File: src/rtl/ysyx_23060025_bus_arbiter_if.sv
// Request/response bus bundle shared by the IFU, the LSU and the downstream port of
// ysyx_23060025_bus_arbiter.
//   master : drives the request fields (paddr/psel/pwrite/psize/pwdata/pwstrb) and
//            receives the response (prdata/pvalid).
//   slave  : receives the request and drives the response.
// Parameters: DATA_LEN (data width), ADDR_LEN (address width).
interface ysyx_23060025_bus_arbiter_if #(
  parameter int unsigned DATA_LEN = 32,
  parameter int unsigned ADDR_LEN = 32
);
  logic [ADDR_LEN-1:0] paddr;
  logic                psel;
  logic                pwrite;
  logic [2:0]          psize;
  logic [DATA_LEN-1:0] pwdata;
  logic [3:0]          pwstrb;
  logic [DATA_LEN-1:0] prdata;
  logic                pvalid;

  modport master (
    output paddr, psel, pwrite, psize, pwdata, pwstrb,
    input  prdata, pvalid
  );

  modport slave (
    input  paddr, psel, pwrite, psize, pwdata, pwstrb,
    output prdata, pvalid
  );
endinterface

File: src/rtl/ysyx_23060025_bus_arbiter.sv
// Two-master round-robin arbiter sharing one memory port between the IFU (read-only)
// and the LSU (read/write). One outstanding transaction at a time; the response is
// steered back combinationally to the requester that owns the transaction.
// Ports:
//   clock, rstn   : clock (rising edge) and asynchronous active-low reset
//   ifu_io        : IFU request/response (slave side; only paddr/psel are used)
//   lsu_io        : LSU request/response (slave side)
//   mem_io        : downstream request/response (master side)
//   arb_grant_o   : {lsu, ifu} owner of the current transaction, one-hot or 0
//   arb_timeout_o : sticky watchdog error
// Optional feature: define ARB_TIMEOUT_EN to enable the BUSY watchdog
// (TIMEOUT_CYCLES); otherwise BUSY waits indefinitely and arb_timeout_o is 0.
module ysyx_23060025_bus_arbiter #(
  parameter int unsigned DATA_LEN       = 32,
  parameter int unsigned ADDR_LEN       = 32,
  parameter int unsigned TIMEOUT_CYCLES = 1023
) (
  input  logic                               clock,
  input  logic                               rstn,
  ysyx_23060025_bus_arbiter_if.slave         ifu_io,
  ysyx_23060025_bus_arbiter_if.slave         lsu_io,
  ysyx_23060025_bus_arbiter_if.master        mem_io,
  output logic [1:0]                         arb_grant_o,
  output logic                               arb_timeout_o
);

  typedef enum logic [0:0] {StIdle, StBusy} state_e;

  state_e              state_q;
  logic [1:0]          grant_q;      // {lsu, ifu}
  logic                last_lsu_q;   // 1: LSU owned the last transaction
  logic                psel_q;
  logic [ADDR_LEN-1:0] paddr_q;
  logic                pwrite_q;
  logic [2:0]          psize_q;
  logic [DATA_LEN-1:0] pwdata_q;
  logic [3:0]          pwstrb_q;

  logic lsu_win;
  logic ifu_win;
  logic done;
  logic expire;

  // LSU wins when alone, or on a tie when the IFU was served last.
  assign lsu_win = lsu_io.psel & (~ifu_io.psel | ~last_lsu_q);
  assign ifu_win = ifu_io.psel & ~lsu_win;
  assign done    = (state_q == StBusy) & mem_io.pvalid;

  always_ff @(posedge clock or negedge rstn) begin
    if (!rstn) begin
      state_q    <= StIdle;
      grant_q    <= 2'b00;
      last_lsu_q <= 1'b0;
      psel_q     <= 1'b0;
      paddr_q    <= '0;
      pwrite_q   <= 1'b0;
      psize_q    <= 3'b000;
      pwdata_q   <= '0;
      pwstrb_q   <= 4'b0000;
    end else begin
      unique case (state_q)
        StIdle: begin
          if (lsu_win) begin
            paddr_q  <= lsu_io.paddr;
            pwrite_q <= lsu_io.pwrite;
            psize_q  <= lsu_io.psize;
            pwdata_q <= lsu_io.pwdata;
            pwstrb_q <= lsu_io.pwstrb;
            grant_q  <= 2'b10;
            psel_q   <= 1'b1;
            state_q  <= StBusy;
          end else if (ifu_win) begin
            // Fetches are always full-word reads.
            paddr_q  <= ifu_io.paddr;
            pwrite_q <= 1'b0;
            psize_q  <= 3'b010;
            pwdata_q <= '0;
            pwstrb_q <= 4'b1111;
            grant_q  <= 2'b01;
            psel_q   <= 1'b1;
            state_q  <= StBusy;
          end
        end
        StBusy: begin
          if (done || expire) begin
            last_lsu_q <= grant_q[1];
            grant_q    <= 2'b00;
            psel_q     <= 1'b0;
            state_q    <= StIdle;
          end
        end
      endcase
    end
  end

`ifdef ARB_TIMEOUT_EN
  localparam int unsigned CntW = $clog2(TIMEOUT_CYCLES + 1);

  logic [CntW-1:0] cnt_q;
  logic            timeout_q;

  // A response in the expiry cycle wins over the watchdog.
  assign expire = (state_q == StBusy) & ~mem_io.pvalid &
                  (cnt_q == CntW'(TIMEOUT_CYCLES - 1));

  always_ff @(posedge clock or negedge rstn) begin
    if (!rstn) begin
      cnt_q     <= '0;
      timeout_q <= 1'b0;
    end else begin
      if (state_q == StIdle) begin
        cnt_q <= '0;
      end else if (!mem_io.pvalid) begin
        cnt_q <= cnt_q + CntW'(1);
      end
      if (expire) begin
        timeout_q <= 1'b1;
      end
    end
  end

  assign arb_timeout_o = timeout_q;
`else
  assign expire        = 1'b0;
  assign arb_timeout_o = 1'b0;
`endif

  assign mem_io.psel   = psel_q;
  assign mem_io.paddr  = paddr_q;
  assign mem_io.pwrite = pwrite_q;
  assign mem_io.psize  = psize_q;
  assign mem_io.pwdata = pwdata_q;
  assign mem_io.pwstrb = pwstrb_q;

  // Responses are combinational so the requester sees them in the same cycle.
  // A watchdog expiry pulses pvalid with zero data.
  assign ifu_io.pvalid = grant_q[0] & (done | expire);
  assign ifu_io.prdata = (grant_q[0] & done) ? mem_io.prdata : '0;
  assign lsu_io.pvalid = grant_q[1] & (done | expire);
  assign lsu_io.prdata = (grant_q[1] & done) ? mem_io.prdata : '0;

  assign arb_grant_o = grant_q;

endmodule
File: src/flat_wrapper.sv
// flat-port wrapper written by rule: the top's interface ports become plain ports
module ysyx_23060025_bus_arbiter_flat 
#(
  parameter int unsigned DATA_LEN       = 32,
  parameter int unsigned ADDR_LEN       = 32,
  parameter int unsigned TIMEOUT_CYCLES = 1023
)
  (clock, rstn, arb_grant_o, arb_timeout_o, ifu_io_paddr, ifu_io_psel, ifu_io_pwrite, ifu_io_psize, ifu_io_pwdata, ifu_io_pwstrb, ifu_io_prdata, ifu_io_pvalid, lsu_io_paddr, lsu_io_psel, lsu_io_pwrite, lsu_io_psize, lsu_io_pwdata, lsu_io_pwstrb, lsu_io_prdata, lsu_io_pvalid, mem_io_paddr, mem_io_psel, mem_io_pwrite, mem_io_psize, mem_io_pwdata, mem_io_pwstrb, mem_io_prdata, mem_io_pvalid);
  ysyx_23060025_bus_arbiter_if #(.DATA_LEN(DATA_LEN), .ADDR_LEN(ADDR_LEN)) ifu_io_i ();
  ysyx_23060025_bus_arbiter_if #(.DATA_LEN(DATA_LEN), .ADDR_LEN(ADDR_LEN)) lsu_io_i ();
  ysyx_23060025_bus_arbiter_if #(.DATA_LEN(DATA_LEN), .ADDR_LEN(ADDR_LEN)) mem_io_i ();
  input  logic clock;
  input  logic rstn;
  output logic [1:0] arb_grant_o;
  output logic arb_timeout_o;
  input wire logic [$bits(ifu_io_i.paddr)-1:0] ifu_io_paddr;
  input wire logic [$bits(ifu_io_i.psel)-1:0] ifu_io_psel;
  input wire logic [$bits(ifu_io_i.pwrite)-1:0] ifu_io_pwrite;
  input wire logic [$bits(ifu_io_i.psize)-1:0] ifu_io_psize;
  input wire logic [$bits(ifu_io_i.pwdata)-1:0] ifu_io_pwdata;
  input wire logic [$bits(ifu_io_i.pwstrb)-1:0] ifu_io_pwstrb;
  output wire logic [$bits(ifu_io_i.prdata)-1:0] ifu_io_prdata;
  output wire logic [$bits(ifu_io_i.pvalid)-1:0] ifu_io_pvalid;
  input wire logic [$bits(lsu_io_i.paddr)-1:0] lsu_io_paddr;
  input wire logic [$bits(lsu_io_i.psel)-1:0] lsu_io_psel;
  input wire logic [$bits(lsu_io_i.pwrite)-1:0] lsu_io_pwrite;
  input wire logic [$bits(lsu_io_i.psize)-1:0] lsu_io_psize;
  input wire logic [$bits(lsu_io_i.pwdata)-1:0] lsu_io_pwdata;
  input wire logic [$bits(lsu_io_i.pwstrb)-1:0] lsu_io_pwstrb;
  output wire logic [$bits(lsu_io_i.prdata)-1:0] lsu_io_prdata;
  output wire logic [$bits(lsu_io_i.pvalid)-1:0] lsu_io_pvalid;
  output wire logic [$bits(mem_io_i.paddr)-1:0] mem_io_paddr;
  output wire logic [$bits(mem_io_i.psel)-1:0] mem_io_psel;
  output wire logic [$bits(mem_io_i.pwrite)-1:0] mem_io_pwrite;
  output wire logic [$bits(mem_io_i.psize)-1:0] mem_io_psize;
  output wire logic [$bits(mem_io_i.pwdata)-1:0] mem_io_pwdata;
  output wire logic [$bits(mem_io_i.pwstrb)-1:0] mem_io_pwstrb;
  input wire logic [$bits(mem_io_i.prdata)-1:0] mem_io_prdata;
  input wire logic [$bits(mem_io_i.pvalid)-1:0] mem_io_pvalid;
  assign ifu_io_i.paddr = ifu_io_paddr;
  assign ifu_io_i.psel = ifu_io_psel;
  assign ifu_io_i.pwrite = ifu_io_pwrite;
  assign ifu_io_i.psize = ifu_io_psize;
  assign ifu_io_i.pwdata = ifu_io_pwdata;
  assign ifu_io_i.pwstrb = ifu_io_pwstrb;
  assign ifu_io_prdata = ifu_io_i.prdata;
  assign ifu_io_pvalid = ifu_io_i.pvalid;
  assign lsu_io_i.paddr = lsu_io_paddr;
  assign lsu_io_i.psel = lsu_io_psel;
  assign lsu_io_i.pwrite = lsu_io_pwrite;
  assign lsu_io_i.psize = lsu_io_psize;
  assign lsu_io_i.pwdata = lsu_io_pwdata;
  assign lsu_io_i.pwstrb = lsu_io_pwstrb;
  assign lsu_io_prdata = lsu_io_i.prdata;
  assign lsu_io_pvalid = lsu_io_i.pvalid;
  assign mem_io_paddr = mem_io_i.paddr;
  assign mem_io_psel = mem_io_i.psel;
  assign mem_io_pwrite = mem_io_i.pwrite;
  assign mem_io_psize = mem_io_i.psize;
  assign mem_io_pwdata = mem_io_i.pwdata;
  assign mem_io_pwstrb = mem_io_i.pwstrb;
  assign mem_io_i.prdata = mem_io_prdata;
  assign mem_io_i.pvalid = mem_io_pvalid;
  ysyx_23060025_bus_arbiter #(.DATA_LEN(DATA_LEN), .ADDR_LEN(ADDR_LEN), .TIMEOUT_CYCLES(TIMEOUT_CYCLES)) u_core (.clock(clock), .rstn(rstn), .ifu_io(ifu_io_i), .lsu_io(lsu_io_i), .mem_io(mem_io_i), .arb_grant_o(arb_grant_o), .arb_timeout_o(arb_timeout_o));
endmodule
File: config.mk
export PLATFORM = sky130hd
export DESIGN_NAME = ysyx_23060025_bus_arbiter_flat
export DESIGN_NICKNAME = d
export VERILOG_FILES = /design/src/rtl/ysyx_23060025_bus_arbiter_if.sv /design/src/rtl/ysyx_23060025_bus_arbiter.sv /design/src/flat_wrapper.sv
export SDC_FILE = /design/constraint.sdc
export NUM_CORES = 1
export LEC_CHECK = 0
export CAP_MARGIN = 20
export CELL_PAD_IN_SITES_DETAIL_PLACEMENT = 0
export CELL_PAD_IN_SITES_GLOBAL_PLACEMENT = 1
export CORE_AREA = 5 5 122 124
export CTS_BUF_LIST = sky130_fd_sc_hd__clkbuf_2 sky130_fd_sc_hd__clkbuf_4 sky130_fd_sc_hd__clkbuf_8
export DETAILED_ROUTE_END_ITERATION = 10
export DIE_AREA = 0 0 127 129
export DONT_BUFFER_PORTS = 1
export GPL_TIMING_DRIVEN = 0
export PLACE_DENSITY = 0.52
export SETUP_SLACK_MARGIN = 0.4
export SYNTH_ARGS = -nofsm -noshare
export SYNTH_HDL_FRONTEND = slang
export SYNTH_SLANG_ARGS = --single-unit
File: constraint.sdc
create_clock -name clock -period 2.1 [get_ports clock]
set_clock_uncertainty 0.05 [all_clocks]
set_input_delay 0.42 -clock clock [delete_from_list [all_inputs] [get_ports clock]]
set_output_delay 0.42 -clock clock [all_outputs]
set_load 0.01 [all_outputs]
==> tab_implementation.tex, run 1 <==
\begin{tabular}{lr}
\hline
Metric & Value \\
\hline
\multicolumn{2}{l}{\textbf{Yosys}} \\
\quad Avg Synthesized Cell Area & about 10 um2 \\
\quad Post-synthesis net count & 538 \\
\quad Synthesis Warnings & 0 \\
\quad Dominant synthesized flop cell & sky130\_fd\_sc\_hd\_\_dfrtp\_1 \\
\quad Portion of the post-synthesis area used by sequential elements & 54.1\% \\
\quad Share of synthesized flip-flops with an asynchronous set or reset & 100\% \\
\quad \#FFs+latches synth & 77 \\
\quad Post-Syn Area & about 0.0036 mm2 \\
\quad Number of instances in the synthesized netlist & between 300 and 400 \\
\quad Count of cell types in the netlist & 24 \\
\quad Most common cell in the netlist & sky130\_fd\_sc\_hd\_\_dfrtp\_1 \\
\quad Post-synth EDFFs & 0 \\
\quad Top area cells in the synthesized netlist & sky130\_fd\_sc\_hd\_\_dfrtp\_1 54\%, sky130\_fd\_sc\_hd\_\_and2\_1 11\%, sky130\_fd\_sc\_hd\_\_a21oi\_1 9.0\% \\
\quad Top cells by count, synth & 77 x sky130\_fd\_sc\_hd\_\_dfrtp\_1, 64 x sky130\_fd\_sc\_hd\_\_a21oi\_1, 64 x sky130\_fd\_sc\_hd\_\_and2\_1 \\
\quad Fraction of post-synthesis cell area in the top cell type by area & $\sim$54\% \\
\quad Cell taking the most area after synthesis & sky130\_fd\_sc\_hd\_\_dfrtp\_1 \\
\multicolumn{2}{l}{\textbf{Timing}} \\
\quad Final Max Tran Viols & 0 \\
\quad Final hold violation count & 77 \\
\quad Setup violation total in the final timing report & 0 \\
\quad Tcrit/Tclk final & roughly nine tenths \\
\quad Setup repair after global routing missed its margin & yes \\
\quad Summed negative setup slack over all endpoints & 0 ps \\
\quad Worst Hold Margin & -290 ps \\
\quad Final critical-path required period & 1900 ps \\
\quad Highest attainable clock frequency & around 0.53 GHz \\
\multicolumn{2}{l}{\textbf{Routing}} \\
\quad Via count of the routed design & 2,835 \\
\quad First-pass detailed-route iteration total & 5 \\
\quad Vias per inst & about 5.0 \\
\quad Number of DRC violations after detailed-routing iteration 0 & approximately 110 \\
\quad WL final & $\sim$13,000 um \\
\quad Antenna violation net count after detailed routing & 0 \\
\quad Average wire per cell in the routed design & approximately 24 um \\
\quad Residual DRC count & 0 \\
\multicolumn{2}{l}{\textbf{Final layout}} \\
\quad Total non-filler cell area in the finished layout & $\sim$0.0044 mm2 \\
\quad Number of diodes & 0 \\
\quad Fraction of layout instances using a drive strength above 1 & about 33\% \\
\quad Area growth from synthesis to layout & 24.7\% \\
\quad Number of nets in the final layout & approximately 560 \\
\multicolumn{2}{l}{\textbf{Worst setup path}} \\
\quad Worst reg2reg setup slack & just over 500 ps \\
\quad Worst Setup End Kind & output port \\
\quad Classification of the worst setup path & reg -> out \\
\quad Critical path depth & 4 \\
\quad Required @ worst endpoint & approximately 1600 ps \\
\quad Maximum single-stage delay on the critical path & around 450 ps \\
\quad List of cells traversed by the critical path & and3\_4 -> buf\_6 -> buf\_8 -> and2\_4 \\
\quad Cell type group with the largest total delay on the critical path & flip-flops \\
\quad Cell with the biggest individual delay on the critical path & sky130\_fd\_sc\_hd\_\_dfrtp\_2 \\
\quad CP Buf/Inv Count & 2 \\
\quad Crit path arrival time & about 1400 ps \\
\quad Maximum fanout encountered on the critical timing path & 8 \\
\quad Crit path launch type & flop \\
\quad Worst r2r path cells & 6 \\
\multicolumn{2}{l}{\textbf{GRT}} \\
\quad Initial antenna violation count & 0 \\
\quad Number of global-route vias before repair & slightly above 3,000 \\
\quad Maximum number of pins on one net before global-route repair & 78 \\
\quad Global route overflow & 0 \\
\quad Global-route total usage across every layer & $\sim$15\% \\
\quad Global-route wire length before repair & 19,000 um \\
\multicolumn{2}{l}{\textbf{Placed design}} \\
\quad I/O Buffers & 0 \\
\quad Final estimated routing congestion in global placement & roughly 0.92 \\
\quad Instance area after placement & about 0.0038 mm2 \\
\quad Post-DP HPWL & 9990 um \\
\multicolumn{2}{l}{\textbf{Die}} \\
\quad Std cell rows & 43 \\
\quad Initial cell density of the core & between 20\% and 30\% \\
\quad Overall die height & 129 um \\
\quad Area of the core region & about 0.014 mm2 \\
\quad DIE WIDTH & around 130 um \\
\quad Top Ports & between 300 and 400 \\
\quad Area of the die & 0.0164 mm2 \\
\multicolumn{2}{l}{\textbf{Clocking}} \\
\quad Maximum count of clock buffers along a single path & 2 \\
\quad \# clock sinks & 77 \\
\quad H-tree Lvls & 3 \\
\quad Total CTS buffers & 9 \\
\quad Clock input transition at the sequential cells of the worst setup and hold paths & about 90 ps \\
\quad CTS root buffer & sky130\_fd\_sc\_hd\_\_clkbuf\_8 \\
\quad CTS tree & built \\
\quad Clock latency at the later pin of the worst-skew pair & 350 ps \\
\multicolumn{2}{l}{\textbf{Power}} \\
\quad Maximum vdd drop & about 0.00034 V \\
\quad Cell area power density & around 960 mW/mm2 \\
\quad Leakage power of the design & between 0.002 and 0.0025 uW \\
\quad Overall power after layout & between 4000 and 5000 uW \\
\multicolumn{2}{l}{\textbf{Status}} \\
\quad Violated checks & negative hold slack \\
\quad Outcome & finished with violations \\
\multicolumn{2}{l}{\textbf{Hold path}} \\
\quad Kind of path behind the tightest hold check & in -> async \\
\multicolumn{2}{l}{\textbf{Job}} \\
\quad Max-cap viol count & 0 \\
\hline
\end{tabular}
[cells by family after synthesis]
| logic type | Yosys count | synth area share [%] |
|---|---|---|
| other cells | 1 | 0.105 |
| buf+inv | 30 | 5.45 |
| flops | 77 | 54.1 |
| compound gates | 112 | 20.7 |
| simple gates | 137 | 19.6 |
[cell type report]
cell class	instances	area [um2]
clock buffer	11	145
sequential	77	1930
multi-input combinational	250	1610
buffer	30	272
clock inverter	5	106
timing repair buffer	12	154
fill	1384	9230
tap	180	225
[metrics by stage]
| stage | std cells | setup slack (ps) | utilization (%) | hold slack (ps) |
|---|---|---|---|---|
| 3_3_place_gp | 537 | 285 | 27.7 | 77.2 |
| 5_1_grt | 565 | 127 | 32.5 | -334 |
| 6_report | 565 | 199 | 32.5 | -290 |
| 3_5_place_dp | 537 | 271 | 27.7 | 76.8 |
| 4_1_cts | 563 | 149 | 32.0 | -324 |
| 2_1_floorplan | 357 | 529 | - | 74.4 |
[worst paths after layout]
path	end	startpoint
min in group clock	u_core.mem_io.paddr[22]	ifu_io_paddr[22]
worst max-delay path	ifu_io_prdata[14]	u_core.arb_grant_o[0]
worst min register to register	u_core.last_lsu_q	u_core.last_lsu_q
max in group asynchronous	u_core.arb_grant_o[0]	rstn
worst min-delay path	u_core.mem_io.paddr[31]	rstn
worst max register to register	u_core.mem_io.paddr[17]	u_core.state_q
[where the power goes]
part           switching (uW)  internal (uW)
Combinational             362            359
Sequential                377           1770
Clock                     563            841
Total                    1300           2970
[cells in the final DEF (no fill, tap or decap)]
master,n
sky130_fd_sc_hd__dfrtp_1,75
sky130_fd_sc_hd__o22a_1,5
sky130_fd_sc_hd__buf_2,12
sky130_fd_sc_hd__buf_12,1
sky130_fd_sc_hd__nor2_1,32
sky130_fd_sc_hd__dfrtp_2,2
sky130_fd_sc_hd__and2_4,64
sky130_fd_sc_hd__and3_4,2
sky130_fd_sc_hd__a21boi_2,1
sky130_fd_sc_hd__clkbuf_8,15
sky130_fd_sc_hd__buf_8,8
sky130_fd_sc_hd__nand2_1,37
sky130_fd_sc_hd__a21oi_1,64
sky130_fd_sc_hd__inv_6,1
sky130_fd_sc_hd__clkinvlp_4,1
sky130_fd_sc_hd__o21ai_0,1
sky130_fd_sc_hd__nor2_8,1
sky130_fd_sc_hd__o21ba_2,1
sky130_fd_sc_hd__a21boi_0,1
sky130_fd_sc_hd__o21bai_1,1
sky130_fd_sc_hd__buf_6,6
sky130_fd_sc_hd__clkbuf_16,1
sky130_fd_sc_hd__a22o_1,35
sky130_fd_sc_hd__clkbuf_1,1
sky130_fd_sc_hd__bufinv_16,3
sky130_fd_sc_hd__a21bo_1,1
sky130_fd_sc_hd__clkbuf_4,1
sky130_fd_sc_hd__conb_1,1
sky130_fd_sc_hd__buf_4,8
sky130_fd_sc_hd__nand3_1,1
sky130_fd_sc_hd__a21o_1,1
sky130_fd_sc_hd__o31a_1,1
[registers in the layout (all words and copies together) (netlist names)]
signal and count:
u_core.mem_io.paddr 32, u_core.mem_io.pwdata 32, u_core.mem_io.pwstrb 4, u_core.mem_io.psize 3, u_core.arb_grant_o 2, u_core.last_lsu_q 1
u_core.mem_io.psel 1, u_core.mem_io.pwrite 1, u_core.state_q 1
[repair_timing]
action / 4_1_cts / 5_1_grt
gates cloned: 5 / 1
pin swaps: 30 / 31
endpoints found under the setup margin: 66 / 66
setup buffers: 5 / 1
gates resized for setup: 93 / 15
endpoints found under the hold margin: 77 / 77
[routing by layer]
layer  share of wire [%]  vias to the layer above  track usage, %
li1                    -                     1251               -
met1                  35                     1371            15.7
met2                  51                      198            27.4
met3                  13                       15            7.60
met4                 1.3                        0            5.30
met5                   0                        -               0
Power figures use the tool's default switching activity.
==> run 2, diff against run 1 <==
- CAP_MARGIN: 20 -> default
==> results of run 2 <==
No change in the layout: final DEF, timing and power equal those of run 1.
==> run 3, diff against run 2 <==
- ABC_AREA: default -> 1
- CTS_CLUSTER_DIAMETER: default -> 40
- PLACE_DENSITY: 0.52 -> 0.59
==> tab_implementation.tex, run 3 <==
\begin{tabular}{lr}
\hline
Metric & Value \\
\hline
\multicolumn{2}{l}{\textbf{Final layout}} \\
\quad Number of diodes & 0 \\
\quad Most frequent cells in the layout & 212 x sky130\_fd\_sc\_hd\_\_nand2\_1, 98 x sky130\_fd\_sc\_hd\_\_inv\_1, 75 x sky130\_fd\_sc\_hd\_\_dfrtp\_1 \\
\quad Most common library cell in the layout ignoring fill and taps & sky130\_fd\_sc\_hd\_\_nand2\_1 \\
\quad Fraction of layout instances using a drive strength above 1 & 21.2\% \\
\quad Area growth from synthesis to layout & 30.6\% \\
\quad Non-filler cells in the finished layout & 780 \\
\quad End-of-flow core utilization & a little under two fifths \\
\quad Number of nets in the final layout & between 700 and 800 \\
\multicolumn{2}{l}{\textbf{Timing}} \\
\quad Setup violation total in the final timing report & 0 \\
\quad Summed negative setup slack over all endpoints & 0 ps \\
\quad Tcrit/Tclk final & between 80\% and 90\% \\
\quad Setup repair after global routing missed its margin & yes \\
\quad Final Max Tran Viols & 0 \\
\quad Final critical-path required period & between 1500 and 2000 ps \\
\quad Highest attainable clock frequency & between 0.5 and 0.6 GHz \\
\quad Final hold violation count & 77 \\
\quad Setup slack after layout & roughly 300 ps \\
\quad Worst Hold Margin & -296 ps \\
\multicolumn{2}{l}{\textbf{Hold path}} \\
\quad Kind of path behind the tightest hold check & in -> async \\
\multicolumn{2}{l}{\textbf{Routing}} \\
\quad Vias per inst & around 4.6 \\
\quad Number of DRC violations after detailed-routing iteration 0 & approximately 150 \\
\quad Residual DRC count & 0 \\
\quad First-pass detailed-route iteration total & 4 \\
\quad Antenna violation net count after detailed routing & 0 \\
\quad Average wire per cell in the routed design & $\sim$18 um \\
\quad Via count of the routed design & around 3,600 \\
\quad WL final & $\sim$14,000 um \\
\multicolumn{2}{l}{\textbf{Die}} \\
\quad Initial cell density of the core & roughly 29\% \\
\quad Area of the core region & between 0.01 and 0.015 mm2 \\
\quad Area of the die & about 0.016 mm2 \\
\quad Std cell rows & 43 \\
\quad Overall die height & around 130 um \\
\quad Top Ports & between 300 and 400 \\
\quad DIE WIDTH & approximately 130 um \\
\multicolumn{2}{l}{\textbf{Status}} \\
\quad Violated checks & negative hold slack \\
\quad Outcome & finished with violations \\
\multicolumn{2}{l}{\textbf{Worst setup path}} \\
\quad Crit path launch type & flop \\
\quad Maximum fanout encountered on the critical timing path & 6 \\
\quad Crit path arrival time & around 1300 ps \\
\quad Required @ worst endpoint & around 1600 ps \\
\quad Worst Setup End Kind & output port \\
\quad Critical register-to-register path startpoint & u\_core.state\_q \\
\quad Worst reg2reg setup slack & roughly 640 ps \\
\quad Worst r2r path cells & 7 \\
\quad Destination of the worst register-to-register timing path & u\_core.mem\_io.pwdata[29] \\
\quad Classification of the worst setup path & reg -> out \\
\multicolumn{2}{l}{\textbf{Power}} \\
\quad Cell area power density & 870 mW/mm2 \\
\quad Overall power after layout & about 4500 uW \\
\quad Maximum vdd drop & a little over 0.0003 V \\
\quad Leakage power of the design & about 0.0028 uW \\
\multicolumn{2}{l}{\textbf{Placed design}} \\
\quad I/O Buffers & 0 \\
\quad Worst Setup Slack post-DPL & $\sim$220 ps \\
\quad Post-DP HPWL & roughly 11,000 um \\
\quad Final estimated routing congestion in global placement & 0.876 \\
\quad Cell count after placement & around 750 \\
\multicolumn{2}{l}{\textbf{Yosys}} \\
\quad Top area cells in the synthesized netlist & sky130\_fd\_sc\_hd\_\_dfrtp\_1 49\%, sky130\_fd\_sc\_hd\_\_nand2\_1 20\%, sky130\_fd\_sc\_hd\_\_inv\_1 9.6\% \\
\quad Number of instances in the synthesized netlist & roughly 570 \\
\quad Post-synthesis net count & about 760 \\
\quad Cell taking the most area after synthesis & sky130\_fd\_sc\_hd\_\_dfrtp\_1 \\
\quad Share of synthesized flip-flops with an asynchronous set or reset & between 90\% and 100\% \\
\quad Portion of the post-synthesis area used by sequential elements & between 40\% and 50\% \\
\quad Most common cell in the netlist & sky130\_fd\_sc\_hd\_\_nand2\_1 \\
\quad Fraction of post-synthesis cell area in the top cell type by area & around half \\
\quad \#FFs+latches synth & 77 \\
\quad Count of cell types in the netlist & 18 \\
\quad Top cells by count, synth & 215 x sky130\_fd\_sc\_hd\_\_nand2\_1, 101 x sky130\_fd\_sc\_hd\_\_inv\_1, 78 x sky130\_fd\_sc\_hd\_\_nor2\_1 \\
\quad Dominant synthesized flop cell & sky130\_fd\_sc\_hd\_\_dfrtp\_1 \\
\quad Post-synth EDFFs & 0 \\
\quad Avg Synthesized Cell Area & about 6.9 um2 \\
\quad Post-Syn Area & 0.00395 mm2 \\
\quad Synthesis Warnings & 0 \\
\multicolumn{2}{l}{\textbf{Job}} \\
\quad Max-cap viol count & 0 \\
\multicolumn{2}{l}{\textbf{GRT}} \\
\quad Global-route total usage across every layer & 16.3\% \\
\quad Global-route wire length before repair & between 20,000 and 25,000 um \\
\quad Initial antenna violation count & 0 \\
\quad Maximum number of pins on one net before global-route repair & 78 \\
\quad Number of global-route vias before repair & about 3,600 \\
\quad Global route overflow & 0 \\
\multicolumn{2}{l}{\textbf{Clocking}} \\
\quad Clock latency at the later pin of the worst-skew pair & $\sim$350 ps \\
\quad Clock input transition at the sequential cells of the worst setup and hold paths & 90 ps \\
\quad CTS tree & built \\
\quad \# clock sinks & between 70 and 80 \\
\quad CTS root buffer & sky130\_fd\_sc\_hd\_\_clkbuf\_8 \\
\quad Total CTS buffers & 9 \\
\quad H-tree Lvls & 3 \\
\quad Maximum count of clock buffers along a single path & 2 \\
\hline
\end{tabular}
==> run 3: cell count changes in the layout (fill, tap and decap cells not counted), sizes merged, moves of 2 or more <==
cell | previous run | this run
a21boi | 2 | 0
a21oi | 64 | 1
a22o | 35 | 0
and2 | 64 | 0
and3 | 2 | 0
clkbuf | 18 | 15
inv | 1 | 104
nand2 | 37 | 217
nand3 | 1 | 65
nor2 | 33 | 78
o21ai | 1 | 3
o22a | 5 | 0
==> run 3: how the worst max path moves through the flow <==
stage | startpoint | to | slack, ps | depth (start not counted)
2_1_floorplan | mem_io_pvalid | lsu_io_prdata[23] | 560 | 5
3_3_place_gp | mem_io_pvalid | lsu_io_prdata[25] | 210 | 5
3_5_place_dp | mem_io_pvalid | lsu_io_prdata[25] | 220 | 5
4_1_cts | u_core.state_q | lsu_io_prdata[11] | 280 | 5
5_1_grt | u_core.state_q | lsu_io_prdata[3] | 220 | 5
6_report | u_core.state_q | lsu_io_prdata[3] | 300 | 5
==> run 3: repair_timing <==
action | 4_1_cts | 5_1_grt
gates cloned | 3 | 2
setup endpoints to repair | 66 | 66
endpoints found under the hold margin | 77 | 77
pin swaps | 1 | 1
gates resized for setup | 153 | 15
buffers inserted | 5 | 0
==> run 3: per-stage QoR <==
step | instance area, um2 | hold WS (ps)
2_1_floorplan | 3950 | 74.4
3_3_place_gp | 4180 | 76.5
3_5_place_dp | 4180 | 76.7
4_1_cts | 5050 | -320
5_1_grt | 5160 | -323
6_report | 5160 | -296
==> run 3: logic make-up (layout without fill, tap and decap cells) <==
logic type	count (synthesis)	after routing	synth area share [%]
flip-flops	77	77	48.8
other	1	1	0.0949
buffers and inverters	133	158	14.2
AO/OA/AOI/OAI	4	4	0.602
AND/OR/NAND/NOR	359	360	36.4
==> run 3: area by class of cell <==
class	count	area (um2)
timing repair buffer	9	143
fill	1394	8510
clock inverter	6	93.8
buffer	31	267
clock buffer	10	131
sequential	77	1930
tap	180	225
multi-input combinational	365	1970
inverter	102	395
==> run 3: layer usage <==
| layer | GRT usage [%] | vias to the layer above | wire length [um] |
|---|---|---|---|
| met5 | 0 | - | 0 |
| met4 | 8.14 | 0 | 470 |
| met3 | 4.15 | 30 | 1110 |
| met2 | 29.9 | 184 | 7600 |
| met1 | 17.5 | 1654 | 4850 |
| li1 | - | 1711 | - |
==> run 3: critical path, stage by stage (launching register included) <==
cell and delay (ps):
sky130_fd_sc_hd__dfrtp_1 390, sky130_fd_sc_hd__nand2_2 100, sky130_fd_sc_hd__clkinv_4 110, sky130_fd_sc_hd__nand2_8 150, sky130_fd_sc_hd__clkbuf_16 190, sky130_fd_sc_hd__nor2_4 40
==> run 3: report_power, final <==
| group | leakage, uW | switching, uW | internal [uW] | total [uW] |
|---|---|---|---|---|
| Combinational | 0.00172 | 598 | 358 | 957 |
| Clock | 0.000111 | 605 | 696 | 1300 |
| Sequential | 0.000952 | 434 | 1790 | 2230 |
| Total | 0.00278 | 1640 | 2850 | 4490 |
